`src/rtl/sc_scbc_irqc.sv`:
```
// UPC interrupt capture/controller in the SYSCLK domain: glitch filter, edge/level event
// detection, sticky status with hold-off after clear, overrun flag and saturating event count.
module sc_scbc_irqc #(
    parameter int unsigned FILT_LEN = 4,
    parameter int unsigned HOLD_CYC = 8,
    parameter int unsigned CNT_W    = 16
) (
    input  logic             SYSCLK,
    input  logic             SYSRSTB,
    input  logic             UPC_ISR_SYSCLK,
    input  logic             IRQ_MODE,
    input  logic             IRQ_ENB,
    input  logic             STS_CLR,
    input  logic             CNT_CLR,
    output logic             IRQ_STS,
    output logic             IRQ_OVF,
    output logic             IRQ,
    output logic [CNT_W-1:0] EVCNT
);

    localparam logic [7:0]       FCNT_LAST = 8'(FILT_LEN - 1);
    localparam logic [15:0]      HOLD_LOAD = (HOLD_CYC > 0) ? 16'(HOLD_CYC - 1) : 16'd0;
    localparam logic [CNT_W-1:0] CNT_MAX   = '1;

    typedef enum logic [1:0] {
        ST_IDLE = 2'd0,
        ST_PEND = 2'd1,
        ST_HOLD = 2'd2
    } state_t;

    logic             flt_reg, flt_next;
    logic             flt_d_reg;
    logic [7:0]       fcnt_reg, fcnt_next;
    state_t           state_reg, state_next;
    logic [15:0]      hold_cnt_reg, hold_cnt_next;
    logic             hold_pend_reg, hold_pend_next;
    logic             ovf_reg, ovf_next;
    logic [CNT_W-1:0] evcnt_reg, evcnt_next;
    logic             ev;
    logic             edge_ev;
    logic             count_ev;

    // The filtered level only follows the input after FILT_LEN consecutive differing samples.
    always_comb begin
        flt_next  = flt_reg;
        fcnt_next = 8'd0;
        if (UPC_ISR_SYSCLK != flt_reg) begin
            if (fcnt_reg == FCNT_LAST) begin
                flt_next  = UPC_ISR_SYSCLK;
                fcnt_next = 8'd0;
            end else begin
                fcnt_next = fcnt_reg + 8'd1;
            end
        end
    end

    always_ff @(posedge SYSCLK or negedge SYSRSTB) begin
        if (!SYSRSTB) begin
            flt_reg   <= 1'b0;
            flt_d_reg <= 1'b0;
            fcnt_reg  <= 8'd0;
        end else begin
            flt_reg   <= flt_next;
            flt_d_reg <= flt_reg;
            fcnt_reg  <= fcnt_next;
        end
    end

    assign ev      = IRQ_MODE ? flt_reg : (flt_reg & ~flt_d_reg);
    assign edge_ev = ev & ~IRQ_MODE;

    always_comb begin
        state_next     = state_reg;
        hold_cnt_next  = hold_cnt_reg;
        hold_pend_next = hold_pend_reg;
        ovf_next       = ovf_reg;
        count_ev       = 1'b0;
        case (state_reg)
            ST_IDLE: begin
                // A new event beats a simultaneous clear.
                if (ev) begin
                    state_next = ST_PEND;
                    count_ev   = 1'b1;
                end else if (STS_CLR) begin
                    ovf_next = 1'b0;
                end
            end
            ST_PEND: begin
                if (STS_CLR) begin
                    ovf_next = 1'b0;
                    if (edge_ev) begin
                        count_ev = 1'b1;
                    end else begin
                        state_next     = (HOLD_CYC > 0) ? ST_HOLD : ST_IDLE;
                        hold_cnt_next  = HOLD_LOAD;
                        hold_pend_next = 1'b0;
                    end
                end else if (edge_ev) begin
                    // Edge lost while already pending: counted, but flagged as overrun.
                    count_ev = 1'b1;
                    ovf_next = 1'b1;
                end
            end
            ST_HOLD: begin
                if (STS_CLR) begin
                    ovf_next = 1'b0;
                end
                if (edge_ev) begin
                    count_ev = 1'b1;
                    if (hold_pend_reg) begin
                        ovf_next = 1'b1;
                    end else begin
                        hold_pend_next = 1'b1;
                    end
                end
                if (hold_cnt_reg == 16'd0) begin
                    hold_pend_next = 1'b0;
                    if (hold_pend_reg || ev) begin
                        state_next = ST_PEND;
                        // Level events are only accepted at the end of the window.
                        if (IRQ_MODE) begin
                            count_ev = 1'b1;
                        end
                    end else begin
                        state_next = ST_IDLE;
                    end
                end else begin
                    hold_cnt_next = hold_cnt_reg - 16'd1;
                end
            end
            default: begin
                state_next     = ST_IDLE;
                hold_pend_next = 1'b0;
            end
        endcase
    end

    always_comb begin
        evcnt_next = evcnt_reg;
        if (CNT_CLR) begin
            evcnt_next = count_ev ? {{(CNT_W-1){1'b0}}, 1'b1} : '0;
        end else if (count_ev && (evcnt_reg != CNT_MAX)) begin
            evcnt_next = evcnt_reg + {{(CNT_W-1){1'b0}}, 1'b1};
        end
    end

    always_ff @(posedge SYSCLK or negedge SYSRSTB) begin
        if (!SYSRSTB) begin
            state_reg     <= ST_IDLE;
            hold_cnt_reg  <= 16'd0;
            hold_pend_reg <= 1'b0;
            ovf_reg       <= 1'b0;
            evcnt_reg     <= '0;
        end else begin
            state_reg     <= state_next;
            hold_cnt_reg  <= hold_cnt_next;
            hold_pend_reg <= hold_pend_next;
            ovf_reg       <= ovf_next;
            evcnt_reg     <= evcnt_next;
        end
    end

    assign IRQ_STS = (state_reg == ST_PEND);
    assign IRQ_OVF = ovf_reg;
    assign IRQ     = IRQ_STS & IRQ_ENB;
    assign EVCNT   = evcnt_reg;

endmodule
```
`config.mk`:
```
export PLATFORM = sky130hd
export DESIGN_NAME = sc_scbc_irqc
export DESIGN_NICKNAME = d
export VERILOG_FILES = /design/src/rtl/sc_scbc_irqc.sv
export SDC_FILE = /design/constraint.sdc
export NUM_CORES = 1
export LEC_CHECK = 0
export CORE_ASPECT_RATIO = 0.75
export CORE_UTILIZATION = 40
export DETAILED_ROUTE_END_ITERATION = 10
export PLACE_DENSITY = 0.71
export RECOVER_POWER = 100
export REMOVE_ABC_BUFFERS = 1
export SYNTH_ARGS = -nofsm -noshare
export SYNTH_HDL_FRONTEND = slang
export SYNTH_SLANG_ARGS = --single-unit
```
`constraint.sdc`:
```
create_clock -name SYSCLK -period 2.89 [get_ports SYSCLK]
set_input_delay 0.578 -clock SYSCLK [delete_from_list [all_inputs] [get_ports SYSCLK]]
set_output_delay 0.578 -clock SYSCLK [all_outputs]
set_load 0.02 [all_outputs]
```
# ---- Word level (Yosys, flattened, before mapping)
# Index checks and enable logic that the tools add are counted.
dict set report totals {
  regBits 46
  output_inout_bits 19
  elab_cells 75
}
dict set report op_classes {
  addsub 3
  eq_ne 13
  muxes 33
  bitwise_logic 6
  reduce_logical 12
}
# op n
set op_table {}
lappend op_table {{16-bit two-way mux} 5}
lappend op_table {{16-bit one-hot mux with 2 select lines} 1}
lappend op_table {{1-bit two-way mux} 17}
lappend op_table {{16-bit by 1-bit adder with 16-bit output, second input constant} 1}
lappend op_table {{16-bit logical NOT} 1}
lappend op_table {{8-bit two-way mux} 2}
lappend op_table {{16-bit != test, second input constant} 1}
lappend op_table {{16-bit by 1-bit subtractor with 16-bit output, second input constant} 1}
lappend op_table {{2-bit != test, second input constant} 6}
lappend op_table {{4-bit AND reduction} 3}
lappend op_table {{1-bit one-hot mux with 3 select lines} 3}
lappend op_table {{8-bit by 1-bit adder with 8-bit output, second input constant} 1}
lappend op_table {{8-bit by 2-bit equality test with 1-bit output, second input constant} 1}
lappend op_table {{2-bit two-way mux} 4}
lappend op_table {{2-bit one-hot mux with 3 select lines} 1}
lappend op_table {{2-bit nonzero test} 2}
lappend op_table {{1-bit AND} 3}
lappend op_table {{3-bit by 2-bit != test with 1-bit output, second input constant} 1}
lappend op_table {{3-bit != test, second input constant} 1}
lappend op_table {{1-bit NOT} 3}
lappend op_table {{3-bit AND reduction} 1}
lappend op_table {{3-bit nonzero test} 1}
lappend op_table {{2-bit by 1-bit equality test with 1-bit output, second input constant} 1}
lappend op_table {{2-bit equality test, second input constant} 1}
lappend op_table {{other kinds (5)} 5}

# ---- Longest topological paths before layout
# Gate-level depths: netlist of run 1.
dict set report logic_depth {
  ltp_word 12
  depth_mapped 10
}

# ---- Least setup slack after synthesis of run 1
# OpenSTA, ideal clock, no wires.
dict set report synth_path {
  path_kind {reg2reg}
  start {reg state_reg[1]}
  end {reg evcnt_reg[9], in the netlist EVCNT[9]}
  setup_ps 128
  t_arrival_ps 2289
  slack_ps 473
  path_stages_with_launch 10
  path_buffers 2
  cell_sequence {dfrtp_1 > inv_1 > ha_1 > clkbuf_1 > o21bai_1 > a2111oi_2 > a21oi_2 > buf_6 > nor3_1 > mux2_1}
}
dict set report synth_via {
  elab_chain_cells 4
  word_cells_on_any_way 6
}
# element line
set synth_rtl {}
lappend synth_rtl {{from (decl)} 34} ;# state_t state_reg, state_next;
lappend synth_rtl {{from (signal assigned)} 155} ;# state_reg <= state_next;
lappend synth_rtl {{2-bit by 1-bit equality test with 1-bit output} n/a}
lappend synth_rtl {{via IRQ_STS} 15} ;# output logic IRQ_STS,
lappend synth_rtl {{1-bit one-hot mux with 3 select lines} 78} ;# case (state_reg)
lappend synth_rtl {{1-bit logical AND} 142} ;# end else if (count_ev && (evcnt_reg != CNT_MAX)) begin
lappend synth_rtl {{2-bit nonzero test (no source line)} n/a}
lappend synth_rtl {{to (signal assigned)} 159} ;# evcnt_reg <= evcnt_next;
lappend synth_rtl {{to (decl)} 38} ;# logic [CNT_W-1:0] evcnt_reg, evcnt_next;
# The timed path passes the listed nets, and every way through them passes these cells.
# A chain may end at the register's enable or synchronous reset.

# ---- Worst setup path after layout of run 1
dict set report layout_path {
  start {reg hold_cnt_reg[0]}
  end {reg evcnt_reg[5], in the netlist EVCNT[5]}
}
dict set report layout_via {
  elab_chain_cells 5
}
# element line
set layout_rtl {}
lappend layout_rtl {{from (decl)} 35} ;# logic [15:0] hold_cnt_reg, hold_cnt_next;
lappend layout_rtl {{from (signal assigned)} 156} ;# hold_cnt_reg <= hold_cnt_next;
lappend layout_rtl {{16-bit logical NOT} 116} ;# if (hold_cnt_reg == 16'd0) begin
lappend layout_rtl {{1-bit two-way mux} 116}
lappend layout_rtl {{1-bit one-hot mux with 3 select lines} 78}
lappend layout_rtl {{1-bit logical AND} 142}
lappend layout_rtl {{2-bit nonzero test (no source line)} n/a}
# No other way between the ends.

==> results.md, run 1 <==
- The flow ran to the end, but the final reports show violations.
- The checks that failed: max-capacitance violations, max-slew violations.
- OpenSTA, run right after detailed placement, puts the worst setup slack at approximately 0.13 ns.
- The die footprint is between 6000 and 7000 µm².
- The combinational share of power is 0.351.
- The first global-routing pass estimated 9870 µm of wire.
- The final clock skew is 0.0108 ns.
- The initial antenna violation count is 0.
- The highest cell delay on the worst timing path is 0.58 ns.
- The share of the synthesized area in the top cell type is 0.454.
- The number of setup violations in the final report is 0.
- The number of different library cells in the post-synthesis netlist is 48.
- The relative slew slack is -0.309.
- In the layout the commonest cells are 46 x dfrtp_1, 25 x a21oi_1, 24 x nor2_1.
- The worst vdd rail ir drop is about 300 µV.
- The critical path goes through inv_1, ha_1, or4b_1, nor4_4, a21oi_2, or4_1, a21oi_1.
- TritonCTS built the clock tree.
- 0 antenna diodes ended up in the layout.
- In the synthesized netlist the async set-or-reset flop fraction comes to 1.00.
- The via count of the first global-routing pass is 2090.
- Clock latency on the worst-skew pair, taken at its later pin, is 0.30 ns.
- The critical path class is register to register.
- The hold buffer count at CTS is 0.
- For this run, design rule violations remaining after detail routing come to 0.
- The starting utilization of the core area is 0.424.
- In this run, CTS created clock tree buffers numbering 5.
- The cell area after synthesis is roughly 2500 µm².
- The portion of total power attributed to sequential cells is 0.410.
- The master of the slowest instance on the critical path is or4_1.
- Global routing finished with a remaining overflow of 0.
- The switching share of power is 0.381.
- The achievable frequency is 380 MHz.
- The min-delay analysis places its worst path in the category register to register.
- In this run the count of I/O pins placed on the die edge is 26.
- The H-tree depth reported by CTS is 2.
- The sum of net half-perimeters after detailed placement is 4050 µm.
- In this run, post-CTS repair resized a total of 0 instances.
- Max-cap violations in this run came to 1.
- Dividing the synthesized area by the synthesized cell count gives 9.53 µm².
- The die is ~71 µm tall.
- The tree built by TritonCTS fans out to 46 sinks.
- For this run, the detailed router's first-pass iteration total came to 4.
- The clock root buffer master is clkbuf_8.
- Data on the critical path is required at its endpoint by ~3.1 ns.
- The maximum number of pins on one net before global-route repair is 37.
- The final weighted congestion of routability-driven global placement is 0.820.
- The share of the Yosys chip area taken by registers is 0.454.
- The final routed wire length divided by cell count is 15.0 µm.
- The cell count after synthesis came out at 266.
- The total count of hold-check failures in the final report is 0.
- The worst setup path is captured at a register.
- The yosys synthesis warning count is 0.
- After clock tree synthesis, the setup repair step added 0 buffers.
- The post-route cell area is roughly 3000 µm².
- In this run the worst path has a maximum fanout of 27.
- Row generation in the floorplan step produced 24 rows.
- The placed instances occupy a cell area of 2900 µm².
- The placeable core region is 5980 µm².
- The all-layer global routing usage is 0.189.
- The least setup slack across all paths after layout is 0.255 ns.
- The relative contribution of the clock network to total power is 0.240.
- The number of routed nets with antenna violations is 0.
- Power comes to 2.03 mW.
- The critical path's top delay family is simple AND/OR/NAND/NOR gates.
- The flip-flop cell with the highest count after synthesis is dfrtp_1.
- The max-slew violation total from the final report is 37.
- Detailed routing inserted a total of between 2000 and 2500 vias.
- The number of enable-type register cells in the synthesized netlist is 0.
- Wires add up to roughly 5700 µm.
- Buffers placed on the I/O ports in this run total 25.
- Clock-pin slew was measured on the worst setup and hold paths at roughly 0.090 ns.
- In this run the power spent charging and discharging nets is 0.775 mW.
- In the finished design, the share of the clock period the worst path needs comes to 0.912.
- The net count of the finished layout is roughly 310.
- The register bit count reported by yosys is 46.
- Subtracting the final worst setup slack from the clock period gives between 2 and 3 ns.
- Internal power comes to 1.26 mW.
- The number of buffers and inverters on the critical path is 1.
- The proportion of layout cells with a drive suffix above 1 is 0.0635.
- Counting along the longest clock path gives a buffer depth of 2.
- The slew at the pin closest to its max-slew limit is 1.96 ns.
- Measured on the finished design, the core utilization comes to 0.500.
- From synthesis to final layout, the design area changed by 17.8%.
- Ranked by total cell area, the synthesized netlist is headed by dfrtp_1 45%, a21oi_1 4.9%, or4_1 4.4%.
- In the routed layout, each cell is associated on average with a via count of 5.75.
- STA classifies the critical path startpoint as a register.
- The horizontal extent of the die is 93.9 µm.
- The biggest area consumer among synthesized cells is dfrtp_1.
- The most common cell after layout, fill and taps aside is dfrtp_1.
- The signal arrival time at the worst endpoint is 2.86 ns.
- After routing, the total negative slack on setup checks comes to 0 ns.
- The violation count after the first detailed-route iteration is 120.
- Setup repair after global routing left no endpoint under its margin.
- For this design the ratio of total power to cell area is 680 nW/µm².
- The static leakage is 1.29 nW.
==> synth_stat cells, types with 6 or more instances <==
cell / instances
o31ai_1: 13
nand2_1: 12
a21oi_1: 25
nand3_1: 12
ha_1: 7
and3_1: 9
dfrtp_1: 46
o21ai_0: 8
inv_1: 10
nor3_1: 7
xor2_1: 6
or3_1: 8
nor2_1: 24
or4_1: 15
nand4_1: 6
==> per-stage QoR <==
step,hold slack (ns),cells
floorplan,0.282,257
global placement,0.454,369
detailed placement,0.468,369
CTS,0.406,377
global route,0.512,377
finish,0.474,377
==> kinds of logic (layout without fill, tap and decap cells) <==
family,Yosys count,count (layout),synth area share
adder cells (fa/ha/maj),7,7,0.0345
flip-flops,46,46,0.454
buffers and inverters,19,52,0.0326
AND/OR/NAND/NOR,110,110,0.249
AO/OA/AOI/OAI,70,70,0.179
XOR/XNOR,11,11,0.0380
multiplexers,3,3,0.0133
==> worst register-to-register path, delay by kind of cell (launching register included) <==
family	cells	cell delay (ns)
DFF	1	0.41
buffers and inverters	1	0.09
AOI/OAI and AO/OA	2	0.45
adders and majority gates	1	0.17
and+or+nand+nor	3	1.44
==> power groups by stage <==
stage / Clock, mW / Sequential (mW) / Combinational, mW
after global routing: 0.527 / 0.849 / 0.817
after CTS: 0.500 / 0.832 / 0.746
final: 0.487 / 0.832 / 0.713
after detailed placement: 0 / 0.844 / 0.739
after global placement: 0 / 0.837 / 0.719
after floorplan: 0 / 0.831 / 0.492
==> final cells by class <==
type | count | area, µm²
fill | 555 | 2990
tap | 78 | 97.6
multi-input combinational | 201 | 1300
sequential | 46 | 1150
clock inverter | 3 | 45.0
inverter | 10 | 37.5
clock buffer | 5 | 68.8
timing repair buffer | 34 | 285
==> per-layer routing <==
metal / vias up / GRT usage / share of wire
met3: 7 / 0.0409 / 0.036
met5: - / 0 / 0
met4: 0 / 0.0564 / 0.013
li1: 1061 / - / -
met1: 1057 / 0.265 / 0.50
met2: 41 / 0.294 / 0.45
==> path summary, 6_finish.rpt <==
| check | startpoint | depth (start not counted) | to | slack, ns |
|---|---|---|---|---|
| worst max register to register | hold_cnt_reg[0]$_DFFE_PN0P_ | 7 | EVCNT[5]$_DFFE_PN0P_ | 0.26 |
| worst min-delay path | fcnt_reg[0]$_DFF_PN0_ | 1 | fcnt_reg[0]$_DFF_PN0_ | 0.47 |
| worst max-delay path | hold_cnt_reg[0]$_DFFE_PN0P_ | 7 | EVCNT[5]$_DFFE_PN0P_ | 0.26 |
| min in group asynchronous | SYSRSTB | 1 | fcnt_reg[6]$_DFF_PN0_ | 0.82 |
| worst min register to register | fcnt_reg[0]$_DFF_PN0_ | 1 | fcnt_reg[0]$_DFF_PN0_ | 0.47 |
| max in group asynchronous | SYSRSTB | 1 | hold_cnt_reg[4]$_DFFE_PN0P_ | 0.95 |
Power figures use the tool's default switching activity.
==> inputs of run 2 (changes only) <==
--- a/config.mk
+++ b/config.mk
@@ -10,7 +10,6 @@
 export DETAILED_ROUTE_END_ITERATION = 10
 export PLACE_DENSITY = 0.71
 export RECOVER_POWER = 100
-export REMOVE_ABC_BUFFERS = 1
 export SYNTH_ARGS = -nofsm -noshare
 export SYNTH_HDL_FRONTEND = slang
 export SYNTH_SLANG_ARGS = --single-unit
==> results.md, run 2 (synthesized netlist as in run 1, its figures left out) <==
- The net switching power of the design is 0.752 mW (was 0.775 mW).
- RSZ-0062 raised after global routing: false (unchanged).
- The kind of end point of the critical path is a register (unchanged).
- The worst hold margin was 0.466 ns (was 0.474 ns).
- The post-synthesis net count is 280.
- Status: finished, final reports clean (was finished with violations).
- The clock root buffer master is clkbuf_8 (unchanged).
- The clock transition at the register clock pins on the worst setup and hold paths after CTS came to 0.09 ns (about the same).
- The overall power consumption is 2.13 mW (was 2.03 mW).
- The TritonCTS clock tree is done (unchanged).
- The post-cts sizing count is 0 (unchanged).
- The post-route fraction of the period consumed by the critical path is 0.911 (was 0.912).
- The final core area utilization was 0.507 (was 0.500).
- The all-layer global routing usage is 0.174 (was 0.189).
- The slew at the pin closest to its max-slew limit is 1.18 ns (was 1.96 ns).
- The maximum number of pins on one net before global-route repair is 25 (was 37).
- Highest-count cells in the layout ignoring fill and taps: 46 x dfrtp_1, 25 x a21oi_1, 24 x nor2_1 (unchanged).
- The most common cell after layout, fill and taps aside is dfrtp_1 (unchanged).
- The final clock skew is 0.00765 ns (was 0.0108 ns).
- The relative contribution of the clock network to total power is 0.276 (was 0.240).
- The via count of the first global-routing pass came to 2016 (was 2090).
- The signal arrival time at the worst endpoint came to 2.86 ns (about the same).
- The total inserted antenna cells is 0 (unchanged).
- The portion of total power attributed to sequential cells came to 0.387 (was 0.410).
- The achievable frequency is 380 MHz (about the same).
- The proportion of layout cells with a drive suffix above 1 was 0.0700 (was 0.0635).
- The net count of the finished layout is 313 (was 312).
- The static leakage was 1.32 nW (was 1.29 nW).
- The violation count after the first detailed-route iteration came to 112 (was 120).
- The startpoint type of the worst setup path is a register (unchanged).
- The horizontal extent of the die came to 93.9 µm (unchanged).
- The worst vdd rail ir drop is 315 µV (was 306 µV).
- The combinational share of power is 0.336 (was 0.351).
- The highest cell delay on the worst timing path is 0.72 ns (was 0.58 ns).
- The ratio of routed vias to standard cells is 5.71 (was 5.75).
- The number of routed nets with antenna violations is 0 (unchanged).
- The register area came to 1150 µm² (unchanged).
- The power per unit of standard cell area is 703 nW/µm² (was 680 nW/µm²).
- The max-slew violation total from the final report was 0 (was 37).
- The area overhead of the layout relative to synthesis is 19.4% (was 17.8%).
- Critical-path cell list: or4_1, nor4_4, a21oi_2, or4_1, a21oi_1 (was inv_1, ha_1, or4b_1, nor4_4, a21oi_2, or4_1, a21oi_1).
- The placeable core region is 5980 µm² (unchanged).
- The maximum count of clock buffers along a single path came to 2 (unchanged).
- The least setup slack across all paths after layout was 0.258 ns (was 0.255 ns).
- The fill cell total of the finished layout is 539 (was 555).
- The final weighted congestion of routability-driven global placement was 0.793 (was 0.820).
- The required time of the worst setup path came to 3.12 ns (was 3.11 ns).
- The internal power consumption is 1.38 mW (was 1.26 mW).
- The starting utilization of the core area is 0.424 (unchanged).
- The switching share of power is 0.353 (was 0.381).
- The class of the worst hold path is register to register (unchanged).
- The I/O pin total is 26 (unchanged).
- The routed wire length is 5340 µm (was 5670 µm).
- The sum of net half-perimeters after detailed placement came to 3950 µm (was 4050 µm).
- The critical path class is register to register (unchanged).
- The first-pass iteration count of the detailed router is 4 (unchanged).
- The number of setup violations in the final report came to 0 (unchanged).
- The post-CTS setup repair buffer count came to 0 (unchanged).
- The die footprint is 6670 µm² (unchanged).
- The insertion delay of the later-clocked pin in the worst-skew pair was 0.30 ns (about the same).
- The number of buffers created by CTS came to 5 (unchanged).
- The total area of multi-input combinational cells is 1300 µm² (unchanged).
- The total count of hold-check failures in the final report is 0 (unchanged).
- The relative slew slack is 0.216 (was -0.309).
- The first-pass GRT wire length is 9160 µm (was 9870 µm).
- The final routed wire length divided by cell count is 14.1 µm (was 15.0 µm).
- The overflow left after global routing is 0 (unchanged).
- The master of the slowest instance on the critical path is or4_1 (unchanged).
- The height of the die is 71.0 µm (unchanged).
- The pre-CTS worst setup slack is 0.139 ns (was 0.129 ns).
- The max-capacitance violation count came to 0 (was 1).
- The number of remaining DRC errors is 0 (unchanged).
- The TritonCTS sink count is 46 (unchanged).
- The initial antenna violation count is 0 (unchanged).
- The total negative slack is 0 ns (unchanged).
- The most frequent cell on the critical path is or4_1.
- The time the final worst path needs with I/O delays and setup is 2.63 ns (about the same).
- The count of port buffers added during placement is 25 (unchanged).
- The number of rows in the core area was 24 (unchanged).
- The largest fanout of any net on the critical path was 24 (was 27).
- The total number of vias is 2160 (was 2166).
- The hold buffer count at CTS is 0 (unchanged).
- The H-tree depth reported by CTS is 2 (unchanged).
[run 2: layout make-up]
class / count / share of cell area
clock inverters: 2 / 0.0198
flip-flops and latches: 46 / 0.380
multi-input cells: 201 / 0.430
clock buffers: 6 / 0.0273
repair buffers: 35 / 0.0979
inverters: 10 / 0.0124
well taps: 78 / 0.0322
[run 2: per-layer routing]
layer | GRT usage | up-vias | part of all wire
li1 | - | 1064 | -
met4 | 0.0513 | 0 | 0.012
met1 | 0.256 | 1053 | 0.51
met5 | 0 | - | 0
met2 | 0.261 | 36 | 0.44
met3 | 0.0290 | 7 | 0.031
[run 2: critical path, delay by kind of cell (launching register included)]
family | cells | cell delay [ns]
AO/OA/AOI/OAI | 2 | 0.44
flip-flops | 1 | 0.45
AND/OR/NAND/NOR | 3 | 1.67
[run 2: path summary, 6_finish.rpt]
kind	cells after the start	slack, ns	startpoint	end
worst min register to register	1	0.47	fcnt_reg[0]$_DFF_PN0_	fcnt_reg[0]$_DFF_PN0_
max in group asynchronous	2	1.20	SYSRSTB	hold_cnt_reg[9]$_DFFE_PN0P_
worst max-delay path	5	0.26	hold_cnt_reg[7]$_DFFE_PN0P_	EVCNT[3]$_DFFE_PN0P_
min in group asynchronous	1	0.49	SYSRSTB	EVCNT[0]$_DFFE_PN0P_
worst min-delay path	1	0.47	fcnt_reg[0]$_DFF_PN0_	fcnt_reg[0]$_DFF_PN0_
worst max register to register	5	0.26	hold_cnt_reg[7]$_DFFE_PN0P_	EVCNT[3]$_DFFE_PN0P_
[run 2: power by group through the flow]
stage / logic, mW / registers [mW] / clock network [mW]
2_1_floorplan: 0.528 / 0.831 / 0
3_3_place_gp: 0.726 / 0.838 / 0
3_5_place_dp: 0.741 / 0.838 / 0
4_1_cts: 0.746 / 0.826 / 0.602
5_1_grt: 0.805 / 0.845 / 0.631
6_report: 0.715 / 0.825 / 0.589
[run 2: stage by stage]
step	instance area, µm²	instances
2_1_floorplan	2540	266
3_3_place_gp	2910	370
3_5_place_dp	2910	370
4_1_cts	3050	378
5_1_grt	3030	378
6_report	3030	378
